File: config.mk
export PLATFORM = sky130hd
export DESIGN_NAME = perip_bus_master
export DESIGN_NICKNAME = d
export VERILOG_FILES = /design/src/rtl/perip_bus_pkg.sv /design/src/rtl/perip_addr_decode.sv /design/src/rtl/perip_bus_master.sv
export SDC_FILE = /design/constraint.sdc
export NUM_CORES = 1
export LEC_CHECK = 0
export BUFFER_PORTS_ARGS = -buffer_cell sky130_fd_sc_hd__buf_2
export CORE_MARGIN = 2
export CORE_UTILIZATION = 35
export DETAILED_ROUTE_END_ITERATION = 8
export GPL_TIMING_DRIVEN = 0
export SYNTH_ARGS = -nofsm -noshare
export SYNTH_HDL_FRONTEND = slang
export SYNTH_SLANG_ARGS = --single-unit
File: constraint.sdc
create_clock -name clk_i -period 6.3 [get_ports clk_i]
set_input_delay 0.63 -clock clk_i [delete_from_list [all_inputs] [get_ports clk_i]]
set_output_delay 0.63 -clock clk_i [all_outputs]
set_load 0.01 [all_outputs]
File: src/rtl/perip_bus_pkg.sv
// Shared definitions for the peripheral bus initiator: FSM states, slave map and
// the address field that selects the target slave.
package perip_bus_pkg;

    localparam int SEL_LSB = 28;
    localparam int SEL_W   = 4;

    localparam int SLV_TIMER = 0;
    localparam int SLV_UART  = 1;
    localparam int SLV_GPIO  = 2;
    localparam int SLV_SPI   = 3;

    typedef enum logic [3:0] {
        IDLE,
        ERR,
        WR,
        RD_A,
        RD_D,
        RMW_A,
        RMW_D,
        RMW_W,
        RSP
    } state_e;

endpackage

File: src/rtl/perip_addr_decode.sv
// Combinational slave select: the top address nibble is the slave index, and it is
// valid only when it names an existing slave.
module perip_addr_decode
    import perip_bus_pkg::*;
#(
    parameter int NUM_SLV = 4,
    parameter int ADDR_W  = 32
) (
    input  logic [ADDR_W-1:0] addr_i,
    output logic [SEL_W-1:0]  idx_o,
    output logic              valid_o
);

    logic unused_addr;

    assign idx_o       = addr_i[SEL_LSB +: SEL_W];
    assign valid_o     = (32'(idx_o) < NUM_SLV);
    assign unused_addr = ^addr_i[SEL_LSB-1:0];

endmodule

File: src/rtl/perip_bus_master.sv
// Peripheral register bus initiator: one core load/store at a time, slave decode,
// read-modify-write for partial stores, one response pulse per accepted request.
module perip_bus_master
    import perip_bus_pkg::*;
#(
    parameter int NUM_SLV = 4,
    parameter int ADDR_W  = 32,
    parameter int DATA_W  = 32
) (
    input  logic                      clk_i,
    input  logic                      rst_i,
    input  logic                      req_valid_i,
    output logic                      req_ready_o,
    input  logic                      req_we_i,
    input  logic [ADDR_W-1:0]         req_addr_i,
    input  logic [DATA_W-1:0]         req_wdata_i,
    input  logic [DATA_W/8-1:0]       req_be_i,
    output logic                      rsp_valid_o,
    output logic [DATA_W-1:0]         rsp_rdata_o,
    output logic                      rsp_err_o,
    output logic [NUM_SLV-1:0]        slv_wen_o,
    output logic [ADDR_W-1:0]         slv_waddr_o,
    output logic [DATA_W-1:0]         slv_wdata_o,
    output logic [ADDR_W-1:0]         slv_raddr_o,
    input  logic [NUM_SLV*DATA_W-1:0] slv_rdata_i
);

    localparam int BE_W = DATA_W / 8;

    state_e            state_q, state_d;
    logic [SEL_W-1:0]  idx_q, idx_d;
    logic [ADDR_W-1:0] addr_q, addr_d;
    logic [DATA_W-1:0] req_wdata_q, req_wdata_d;
    logic [BE_W-1:0]   be_q, be_d;

    logic [NUM_SLV-1:0] wen_q, wen_d;
    logic [ADDR_W-1:0]  waddr_q, waddr_d;
    logic [DATA_W-1:0]  wdata_q, wdata_d;
    logic [ADDR_W-1:0]  raddr_q, raddr_d;
    logic               rsp_valid_q, rsp_valid_d;
    logic [DATA_W-1:0]  rsp_rdata_q, rsp_rdata_d;
    logic               rsp_err_q, rsp_err_d;

    logic [SEL_W-1:0]  dec_idx;
    logic              dec_valid;
    logic              accept;
    logic [ADDR_W-1:0] req_addr_al;
    logic [DATA_W-1:0] rdata_sel;
    logic [DATA_W-1:0] merged;

    perip_addr_decode #(
        .NUM_SLV (NUM_SLV),
        .ADDR_W  (ADDR_W)
    ) u_decode (
        .addr_i  (req_addr_i),
        .idx_o   (dec_idx),
        .valid_o (dec_valid)
    );

    function automatic logic [NUM_SLV-1:0] onehot(input logic [SEL_W-1:0] idx);
        logic [NUM_SLV-1:0] oh;
        oh = '0;
        for (int k = 0; k < NUM_SLV; k++) begin
            oh[k] = (32'(idx) == k);
        end
        return oh;
    endfunction

    // The RSP cycle also accepts, so a waiting core loses no cycle between requests.
    assign req_ready_o = (state_q == IDLE) || (state_q == RSP);
    assign accept      = req_valid_i && req_ready_o;
    assign req_addr_al = {req_addr_i[ADDR_W-1:2], 2'b00};

    always_comb begin
        rdata_sel = '0;
        for (int k = 0; k < NUM_SLV; k++) begin
            if (32'(idx_q) == k) begin
                rdata_sel = slv_rdata_i[k*DATA_W +: DATA_W];
            end
        end
    end

    always_comb begin
        merged = rdata_sel;
        for (int b = 0; b < BE_W; b++) begin
            if (be_q[b]) begin
                merged[b*8 +: 8] = req_wdata_q[b*8 +: 8];
            end
        end
    end

    always_comb begin
        state_d     = state_q;
        idx_d       = idx_q;
        addr_d      = addr_q;
        req_wdata_d = req_wdata_q;
        be_d        = be_q;
        wen_d       = '0;
        waddr_d     = waddr_q;
        wdata_d     = wdata_q;
        raddr_d     = raddr_q;
        rsp_valid_d = 1'b0;
        rsp_rdata_d = '0;
        rsp_err_d   = 1'b0;

        case (state_q)
            IDLE, RSP: begin
                state_d = IDLE;
                if (accept) begin
                    idx_d       = dec_idx;
                    addr_d      = req_addr_al;
                    req_wdata_d = req_wdata_i;
                    be_d        = req_be_i;
                    if (!dec_valid) begin
                        state_d = ERR;
                    end else if (!req_we_i) begin
                        state_d = RD_A;
                        raddr_d = req_addr_al;
                    end else if (&req_be_i) begin
                        state_d = WR;
                        wen_d   = onehot(dec_idx);
                        waddr_d = req_addr_al;
                        wdata_d = req_wdata_i;
                    end else if (req_be_i == '0) begin
                        // Empty store: walk the WR timing with no strobe.
                        state_d = WR;
                    end else begin
                        state_d = RMW_A;
                        raddr_d = req_addr_al;
                    end
                end
            end
            ERR: begin
                state_d     = RSP;
                rsp_valid_d = 1'b1;
                rsp_err_d   = 1'b1;
            end
            WR: begin
                state_d     = RSP;
                rsp_valid_d = 1'b1;
            end
            RD_A: begin
                state_d = RD_D;
            end
            RD_D: begin
                state_d     = RSP;
                rsp_valid_d = 1'b1;
                rsp_rdata_d = rdata_sel;
            end
            RMW_A: begin
                state_d = RMW_D;
            end
            RMW_D: begin
                state_d = RMW_W;
                wen_d   = onehot(idx_q);
                waddr_d = addr_q;
                wdata_d = merged;
            end
            RMW_W: begin
                state_d     = RSP;
                rsp_valid_d = 1'b1;
            end
            default: begin
                state_d = IDLE;
            end
        endcase
    end

    always_ff @(posedge clk_i or posedge rst_i) begin
        if (rst_i) begin
            state_q     <= IDLE;
            idx_q       <= '0;
            addr_q      <= '0;
            req_wdata_q <= '0;
            be_q        <= '0;
            wen_q       <= '0;
            waddr_q     <= '0;
            wdata_q     <= '0;
            raddr_q     <= '0;
            rsp_valid_q <= 1'b0;
            rsp_rdata_q <= '0;
            rsp_err_q   <= 1'b0;
        end else begin
            state_q     <= state_d;
            idx_q       <= idx_d;
            addr_q      <= addr_d;
            req_wdata_q <= req_wdata_d;
            be_q        <= be_d;
            wen_q       <= wen_d;
            waddr_q     <= waddr_d;
            wdata_q     <= wdata_d;
            raddr_q     <= raddr_d;
            rsp_valid_q <= rsp_valid_d;
            rsp_rdata_q <= rsp_rdata_d;
            rsp_err_q   <= rsp_err_d;
        end
    end

    assign slv_wen_o   = wen_q;
    assign slv_waddr_o = waddr_q;
    assign slv_wdata_o = wdata_q;
    assign slv_raddr_o = raddr_q;
    assign rsp_valid_o = rsp_valid_q;
    assign rsp_rdata_o = rsp_rdata_q;
    assign rsp_err_o   = rsp_err_q;

endmodule

## After elaboration in Yosys (flattened, before gate mapping)

Index checks and enable logic that the tools add are counted.

| storage, ports and cells | value |
|---|---|
| word-level logic and storage cells | 81 |
| output and inout bits | 135 |
| input port bits | 200 |
| bits in registers | 208 |

| cells by class | value |
|---|---|
| magnitude comparators | 1 |
| reduce and logical (&&, ||, !) cells | 13 |
| muxes and demuxes | 35 |
| equality and inequality tests | 20 |

Operators with widths:

| cell | number |
|---|---|
| two-way mux 32 bit | 16 |
| case mux 32 bit (2 select lines) | 2 |
| two-way mux 8 bit | 4 |
| == test 4 x 2 -> 1 bit, second input constant | 6 |
| case mux 4 bit (5 select lines) | 1 |
| == test 4 x 3 -> 1 bit, second input constant | 4 |
| zero test 4 bit | 4 |
| two-way mux 4 bit | 4 |
| two-way mux 3 bit | 5 |
| == test 4 x 1 -> 1 bit, second input constant | 3 |
| inequality test 2 bit, second input constant | 6 |
| AND reduction 5 bit | 2 |
| case mux 4 bit (2 select lines) | 1 |
| == test 4 bit, second input constant | 1 |
| less-than comparator 4 x 3 -> 1 bit, second input constant | 1 |
| AND reduction 4 bit | 1 |
| OR reduction 4 bit | 1 |
| two-way mux 1 bit | 2 |
| AND reduction 2 bit | 1 |
| nonzero test 2 bit | 1 |
| OR reduction 2 bit | 1 |
| logical AND 1 bit | 1 |
| logical OR 1 bit | 1 |

## Logic depth before layout (Yosys ltp)

Gate-level depths: netlist (run 1).

| logic depth | value |
|---|---|
| depth after elaboration | 7 |
| depth in mapped cells | 9 |
| gate-level depth less buffers | 5 |

## Cells and area by module

From an unflattened synthesis (run 1), not the netlist that was laid out.

| unflattened totals | value |
|---|---|
| cells, all modules | 752 |
| area total of the unflattened synthesis | 9,140.0 um^2 |

By module, submodules not included:

| module | area an instance (um^2) | sequential area each (um^2) | cells each | instances |
|---|---|---|---|---|
| perip_bus_master | 9,106.2 | 5,104.9 | 747 | 1 |
| perip_addr_decode | 33.8 | 0.0 | 5 | 1 |

## Worst setup path after synthesis (run 1)

OpenSTA, ideal clock, no wires.

| timing | value |
|---|---|
| path type | input -> register |
| start | in req_addr_i[30] |
| end | reg waddr_q[10] (netlist: slv_waddr_o[10]) |
| arrival time | 1,933 ps |
| path buffers | 1 |
| setup slack | 4,240 ps |
| required time | 6,173 ps |
| stages | 5 |
| library setup time | 127 ps |
| cell sequence | nor4bb_1 -> nor2_1 -> nor2_2 -> buf_4 -> a31oi_1 |

| on the way | value |
|---|---|
| cells in the longest elaborated chain, start to end | 3 |

RTL lines:

| item | RTL line | RTL |
|---|---|---|
| start: declaration | perip_bus_master.sv:15 | `input logic [ADDR_W-1:0] req_addr_i,` |
| less-than comparator 4 x 3 -> 1 bit | perip_addr_decode.sv:17 | `assign valid_o = (32'(idx_o) < NUM_SLV);` |
| inequality test 2 bit (no line) | - |  |
| AND reduction 5 bit (no line) | - |  |
| end signal: assignment | perip_bus_master.sv:190 | `waddr_q <= waddr_d;` |
| end: declaration | perip_bus_master.sv:37 | `logic [ADDR_W-1:0] waddr_q, waddr_d;` |

Every way passes these cells.
A chain may end at the register's enable or synchronous reset.

## Worst setup path after layout (run 1)

| timing | value |
|---|---|
| start | in req_addr_i[30] |
| end | reg waddr_q[2] (netlist: slv_waddr_o[2]) |

The elaborated chain is that of the path after synthesis.

==> results of run 1 <==
==> power groups by stage <==
stage / sequential [W] / combinational (W) / clock [W]
after global placement: 0.00188 / 0.00155 / 0
final: 0.00187 / 0.00155 / 0.00113
after floorplan: 0.00199 / 0.000809 / 0
after global routing: 0.00192 / 0.00170 / 0.00122
after CTS: 0.00187 / 0.00157 / 0.00117
after detailed placement: 0.00189 / 0.00157 / 0
==> synthesized netlist by cell type, types with 2 or more instances <==
cell type and number:
a211oi_1 6, o21ai_0 52, xor2_1 2, nor2_1 8, mux2i_1 65, o21ai_1 3, nor3_1 26, or2_2 18
o311ai_0 18, buf_2 20, mux2_4 28, a21oi_1 61, o32ai_1 2, o22ai_1 37, nand3b_1 2, or3_1 3
mux2_2 66, buf_1 3, inv_1 9, a31oi_1 28, a22o_1 2, nand2_1 85, nand2b_1 19, nand3_1 15
clkbuf_1 42, nor4bb_1 2, and2_1 5, o31ai_1 2, buf_4 11, dfrtp_1 200, buf_6 3, nor2b_1 15
==> area by class of cell <==
| type | count | area, um^2 | area share, % |
|---|---|---|---|
| timing repair buffer | 329 | 1669 | 13.57 |
| tap | 341 | 426.7 | 3.469 |
| clock buffer | 17 | 425.4 | 3.459 |
| multi-input combinational | 586 | 4155 | 33.79 |
| clock inverter | 15 | 176.4 | 1.435 |
| sequential | 200 | 5005 | 40.70 |
| inverter | 10 | 45.04 | 0.3663 |
| buffer | 79 | 385.4 | 3.134 |
| antenna | 4 | 10.01 | 0.08139 |
==> worst max-delay path, delay by kind of cell <==
family                 cells  cell delay, ps
AOI/OAI and AO/OA          1             100
buffers and inverters      2             410
and+or+nand+nor            3            2020
==> cells by family (layout without fill, tap and decap cells) <==
kind of cell              Yosys count  after routing  synth area share, %
xor gates and xnor gates            2              2               0.1830
other                               1              8              0.03918
DFF                               200            200                52.29
muxes                             159            159                18.95
AOI/OAI and AO/OA                 214            214                13.23
and+or+nand+nor                   207            207                10.89
buffers and inverters              89            450                4.418
==> state kept, by name, indices dropped and copies added (netlist names), 26 cells and up <==
name,count
req_wdata_q,32
rsp_rdata_o,32
slv_wdata_o,32
slv_raddr_o,30
slv_waddr_o,30
addr_q,26
==> per-stage QoR <==
step                area [um^2]  utilization [%]  setup TNS [ps]  setup slack, ps  hold WS [ps]
finish                    12300            45.76               0             3434         280.0
global route              12290            45.73               0             3297         320.6
CTS                       12290            45.72               0             3514         316.2
detailed placement        11690            43.48               0             3054         466.2
global placement          11650            43.35         -469750            -2360         464.0
floorplan                  9583                -               0            216.0         471.4
==> path summary, 6_finish.rpt <==
kind / slack (ps) / startpoint / to
max in group asynchronous: 5060 / rst_i / req_wdata_q[20]
hold / removal: 280 / rst_i / req_wdata_q[2]
setup / recovery: 3430 / req_addr_i[30] / slv_waddr_o[2]
setup reg to reg: 3610 / state_q[0] / slv_waddr_o[2]
hold reg to reg: 490 / slv_raddr_o[30] / slv_raddr_o[30]
min in group clk_i: 450 / req_wdata_i[14] / req_wdata_q[14]
==> metal layers <==
layer | global-route usage [%] | vias to the layer above
met5 | 0 | -
met4 | 5.834 | 8
met3 | 6.903 | 44
met2 | 37.98 | 303
met1 | 28.03 | 4062
li1 | - | 3843
==> results by group, run 1 <==
Synth
  – Post-synth EDFFs: 0
  – Synth area leader: dfrtp_1
  – Share of the synthesized area in the top cell type: 52.29%
  – Synth warnings: 0
  – Cells after Synth: 872
  – Top cells by area, synth: dfrtp_1 (52%), mux2_2 (7.8%), mux2i_1 (6.8%), mux2_4 (4.4%), nand2_1 (3.3%)
  – Number of synthesized register bits: 200
  – Ys flop type: dfrtp_1
  – Mapped Area: 0.009572 mm^2
  – Seq/Total Area, Yosys: 52.29%
  – Syn avg cell area: 10.98 um^2
  – Post-synthesis cell type count: 46
  – Async SR Flop Fraction: 100.0%

Worst setup path
  – CP cell instances: buf_2 > nor4bb_1 > nor2_1 > nor2_2 > buf_4 > a31oi_1
  – CP peak stage delay: 990 ps
  – Slowest-stage cell, CP: nor4bb_1
  – Startpoint type of the worst setup path: primary input
  – Crit path DAT: 3170 ps
  – CP endpoint kind: flop
  – Worst Setup Path Type: in -> reg
  – CP Max Fanout: 10
  – Req. time, crit path: 6610 ps
  – Reg2reg path depth: 7

Power
  – Pleak: 5.996 nW
  – Combinational Power Share: 34.1%
  – Part of the power in the clock network: 24.9%
  – Seq pwr share: 41.1%
  – Psw: 0.001622 W
  – Pint: 0.002934 W
  – Power density cells: 370.5 mW/mm^2
  – Overall Power: 0.004556 W
  – Switching fraction of total power: 35.59%
  – Peak supply drop: 0.1777 mV

Route
  – DR top layer: met5
  – DRC violation count after routing: 0
  – Vias/cell: 5.225
  – Met3 wire length: 2516 um
  – Via count of the routed design: 8,260
  – Met2 WL: 15,340 um
  – M1 WL: 13,830 um
  – Remaining antenna violation count: 0
  – WL final: 32,440 um
  – Drt first pass iters: 5
  – Wire per inst: 20.52 um
  – Detailed Route Iter0 Violations: 464

Clock tree
  – # clock sinks: 200
  – Total setup buffers inserted after CTS: 0
  – Clock Pin Slew Worst Setup and Hold Paths: 70 ps
  – Cts repair resizes: 0
  – Root Buffer: clkbuf_16
  – CTS hold repair buffers: 0
  – Clock Latency Late Sink: 430 ps
  – Num CTS Buffers: 17
  – CTS tree: done
  – CTS H-tree depth: 4
  – CTS Buffer Depth: 2

Cells and area
  – Layout cell share with drive strength beyond 1: 41.42%
  – # fillers: 2,631
  – Commonest non-fill, non-tap cell in the layout: buf_2
  – P&R area growth vs syn: 28.48%
  – Nets: 1,423
  – Final std cells w/o fill: 1,581
  – Commonest cells after routing, fill and taps aside: buf_2 (348), dfrtp_1 (200), nand2_1 (85)

Timing
  – Unrepaired setup endpoints after global routing: false
  – Slew headroom: 20.04%
  – Number of max-slew violations in the final report: 0
  – Fmax: 349.0 MHz
  – Final setup violation count: 0
  – Tmin final: 2866 ps
  – Final number of hold-violating endpoints: 0
  – Setup Skew: 14.41 ps
  – Fin crit share: 45.48%
  – Worst-margin pin slew: 1183 ps

Global routing
  – GRT Residual Overflow: 0
  – Initial antenna violation count: 7
  – Global-route wire length before repair: 48,720 um
  – Vias in the first global route: 8,250
  – Largest net degree at the start of global routing: 108
  – All-Layer GR Usage: 22.47%

Job
  – Max Cap Viol: 0

Floorplan
  – Die footprint: 0.02869 mm^2
  – I/O pin total: 335
  – Die Wd: 169.4 um
  – Std-Cell Rows: 60
  – Initial core utilization: 35.61%
  – Core Region: 0.02688 mm^2
  – Die H: 169.4 um

Outcome
  – Status: finished, final reports clean

Worst hold path
  – Path type of the worst min-delay path: in -> async

Placement
  – I/O Buffers: 328
  – Routability Congestion: 0.8296
  – Post-Place Cells: 1,545
  – Detailed placer's ending HPWL: 24,580 um
Power figures use the tool's default switching activity.
==> run 2: changes to the inputs <==
==> constraint.sdc (replaced) <==
create_clock -name clk_i -period 2.7 [get_ports clk_i]
set_input_delay 0.27 -clock clk_i [delete_from_list [all_inputs] [get_ports clk_i]]
set_output_delay 0.27 -clock clk_i [all_outputs]
set_load 0.01 [all_outputs]
==> results by group, run 2 (same netlist as run 1, synthesis figures left out) <==
Worst setup path
  – CP endpoint kind: flop
  – Top delay family on crit path: simple AND/OR/NAND/NOR gates
  – CP Max Fanout: 10
  – Req. time, crit path: 3040 ps
  – Worst Path Buf+Inv: 2
  – Worst Setup Path Type: reg -> reg
  – Startpoint type of the worst setup path: flop
  – CP most frequent cell: o21ai_0
  – Slowest-stage cell, CP: nor2_1
  – Crit path DAT: 2830 ps
  – FF-to-FF setup slack: 210 ps
  – CP cell instances: buf_2 > or3_4 > nor2_1 > clkbuf_1 > o21ai_0 > o21ai_0
  – CP peak stage delay: 720 ps

Floorplan
  – Initial core utilization: 35.61%
  – Die footprint: 0.02869 mm^2
  – I/O pin total: 335
  – Die H: 169.4 um
  – Core Region: 0.02688 mm^2
  – Die Wd: 169.4 um
  – Std-Cell Rows: 60

Timing
  – Unrepaired setup endpoints after global routing: false
  – Fin crit share: 92.12%
  – Setup Skew: 14.14 ps
  – Setup TNS: 0 ps
  – Fmax: 402.0 MHz
  – Final setup violation count: 0
  – Final number of hold-violating endpoints: 0
  – Number of max-slew violations in the final report: 0
  – Slew headroom: 18.26%
  – Worst-margin pin slew: 1210 ps
  – Tmin final: 2487 ps

Clock tree
  – CTS tree: done
  – CTS H-tree depth: 4
  – Clock Latency Late Sink: 440 ps
  – Clock Pin Slew Worst Setup and Hold Paths: 80 ps
  – Num CTS Buffers: 17
  – Root Buffer: clkbuf_16
  – # clock sinks: 200
  – CTS Buffer Depth: 2
  – Total setup buffers inserted after CTS: 0

Placement
  – Routability Congestion: 0.8449
  – Detailed placer's ending HPWL: 25,090 um
  – Area after DPL: 0.01176 mm^2
  – I/O Buffers: 328
  – Post-Place Cells: 1,549

Global routing
  – Largest net degree at the start of global routing: 43
  – Global-route wire length before repair: 48,520 um
  – GRT Residual Overflow: 0
  – Vias in the first global route: 8,277
  – Initial antenna violation count: 5
  – All-Layer GR Usage: 22.44%

Cells and area
  – Util after Layout: 46.17%
  – Layout cell share with drive strength beyond 1: 41.90%
  – Final std cells w/o fill: 1,585
  – Fin area: 0.01241 mm^2
  – Nets: 1,428
  – Commonest cells after routing, fill and taps aside: buf_2 (348), dfrtp_1 (200), nand2_1 (85)
  – Commonest non-fill, non-tap cell in the layout: buf_2
  – P&R area growth vs syn: 29.63%

Worst hold path
  – Path type of the worst min-delay path: in -> reg

Power
  – Power density cells: 862.5 mW/mm^2
  – Overall Power: 0.01070 W
  – Pleak: 6.050 nW
  – Peak supply drop: 0.4716 mV

Route
  – Detailed Route Iter0 Violations: 417
  – Drt first pass iters: 5
  – Vias/cell: 5.177
  – WL final: 32,580 um
  – Via count of the routed design: 8,206
  – Remaining antenna violation count: 0
  – Wire per inst: 20.55 um
  – DRC violation count after routing: 0

Outcome
  – Status: finished, final reports clean

Job
  – Max Cap Viol: 0
-- run 2: cell count changes in the layout (fill, tap and decap cells not counted), moves of 2 or more --
cell	change
clkbuf_2	+3
inv_8	-3
buf_12	+5
inv_12	+4
clkbuf_1	-3
clkinv_8	+2
-- run 2: final timing paths --
check,start,endpoint,cells after the start
min,req_wdata_i[2],req_wdata_q[2],2
min in group asynchronous,rst_i,slv_raddr_o[8],3
min reg2reg,slv_raddr_o[30],slv_raddr_o[30],1
max,state_q[1],slv_wdata_o[0],6
max reg2reg,state_q[1],slv_wdata_o[0],6
max in group asynchronous,rst_i,req_wdata_q[14],6
-- run 2: final cells by class --
type / count / area (um^2)
fillers: 2616 / 14470
clock inverters: 15 / 197.7
flip-flops and latches: 200 / 5005
repair buffers: 334 / 1752
clock buffers: 17 / 425.4
diodes: 3 / 7.507
inverters: 10 / 41.29
well taps: 341 / 426.7
plain buffers: 79 / 389.1
multi-input cells: 586 / 4164
-- run 2: what timing repair did --
item	in CTS	in global routing
setup endpoints to repair	1	47
hold buffers	1	0
resized for setup	1	6
endpoints found under the hold margin	12	0
-- run 2: per-stage QoR --
stage          setup slack (ps)  hold WS (ps)
2_1_floorplan            -158.3         363.9
3_3_place_gp              -1567         468.2
3_5_place_dp             -191.5         210.6
4_1_cts                   25.13         59.01
5_1_grt                   28.42         66.26
6_report                  212.7         84.19
-- run 2: layer usage --
layer | wire length, um | GRT usage, % | vias up
met4 | 461 | 5.165 | 4
met1 | 13610 | 27.90 | 3974
met5 | 23 | 0 | -
li1 | - | - | 3848
met2 | 15870 | 38.90 | 344
met3 | 2620 | 6.157 | 36
-- run 2: worst reg2reg max path: cells and delay by family, from the launching register on --
| family | cells | cell delay, ps |
|---|---|---|
| AOI/OAI and AO/OA | 2 | 240 |
| and+or+nand+nor | 2 | 1150 |
| DFF | 1 | 360 |
| buffers and inverters | 2 | 640 |
-- run 2: report_power, final --
| group | leakage [nW] | internal (W) | switching (W) |
|---|---|---|---|
| clock | 0.298 | 0.00129 | 0.00140 |
| combinational | 3.29 | 0.00164 | 0.00201 |
| sequential | 2.46 | 0.00388 | 0.000477 |
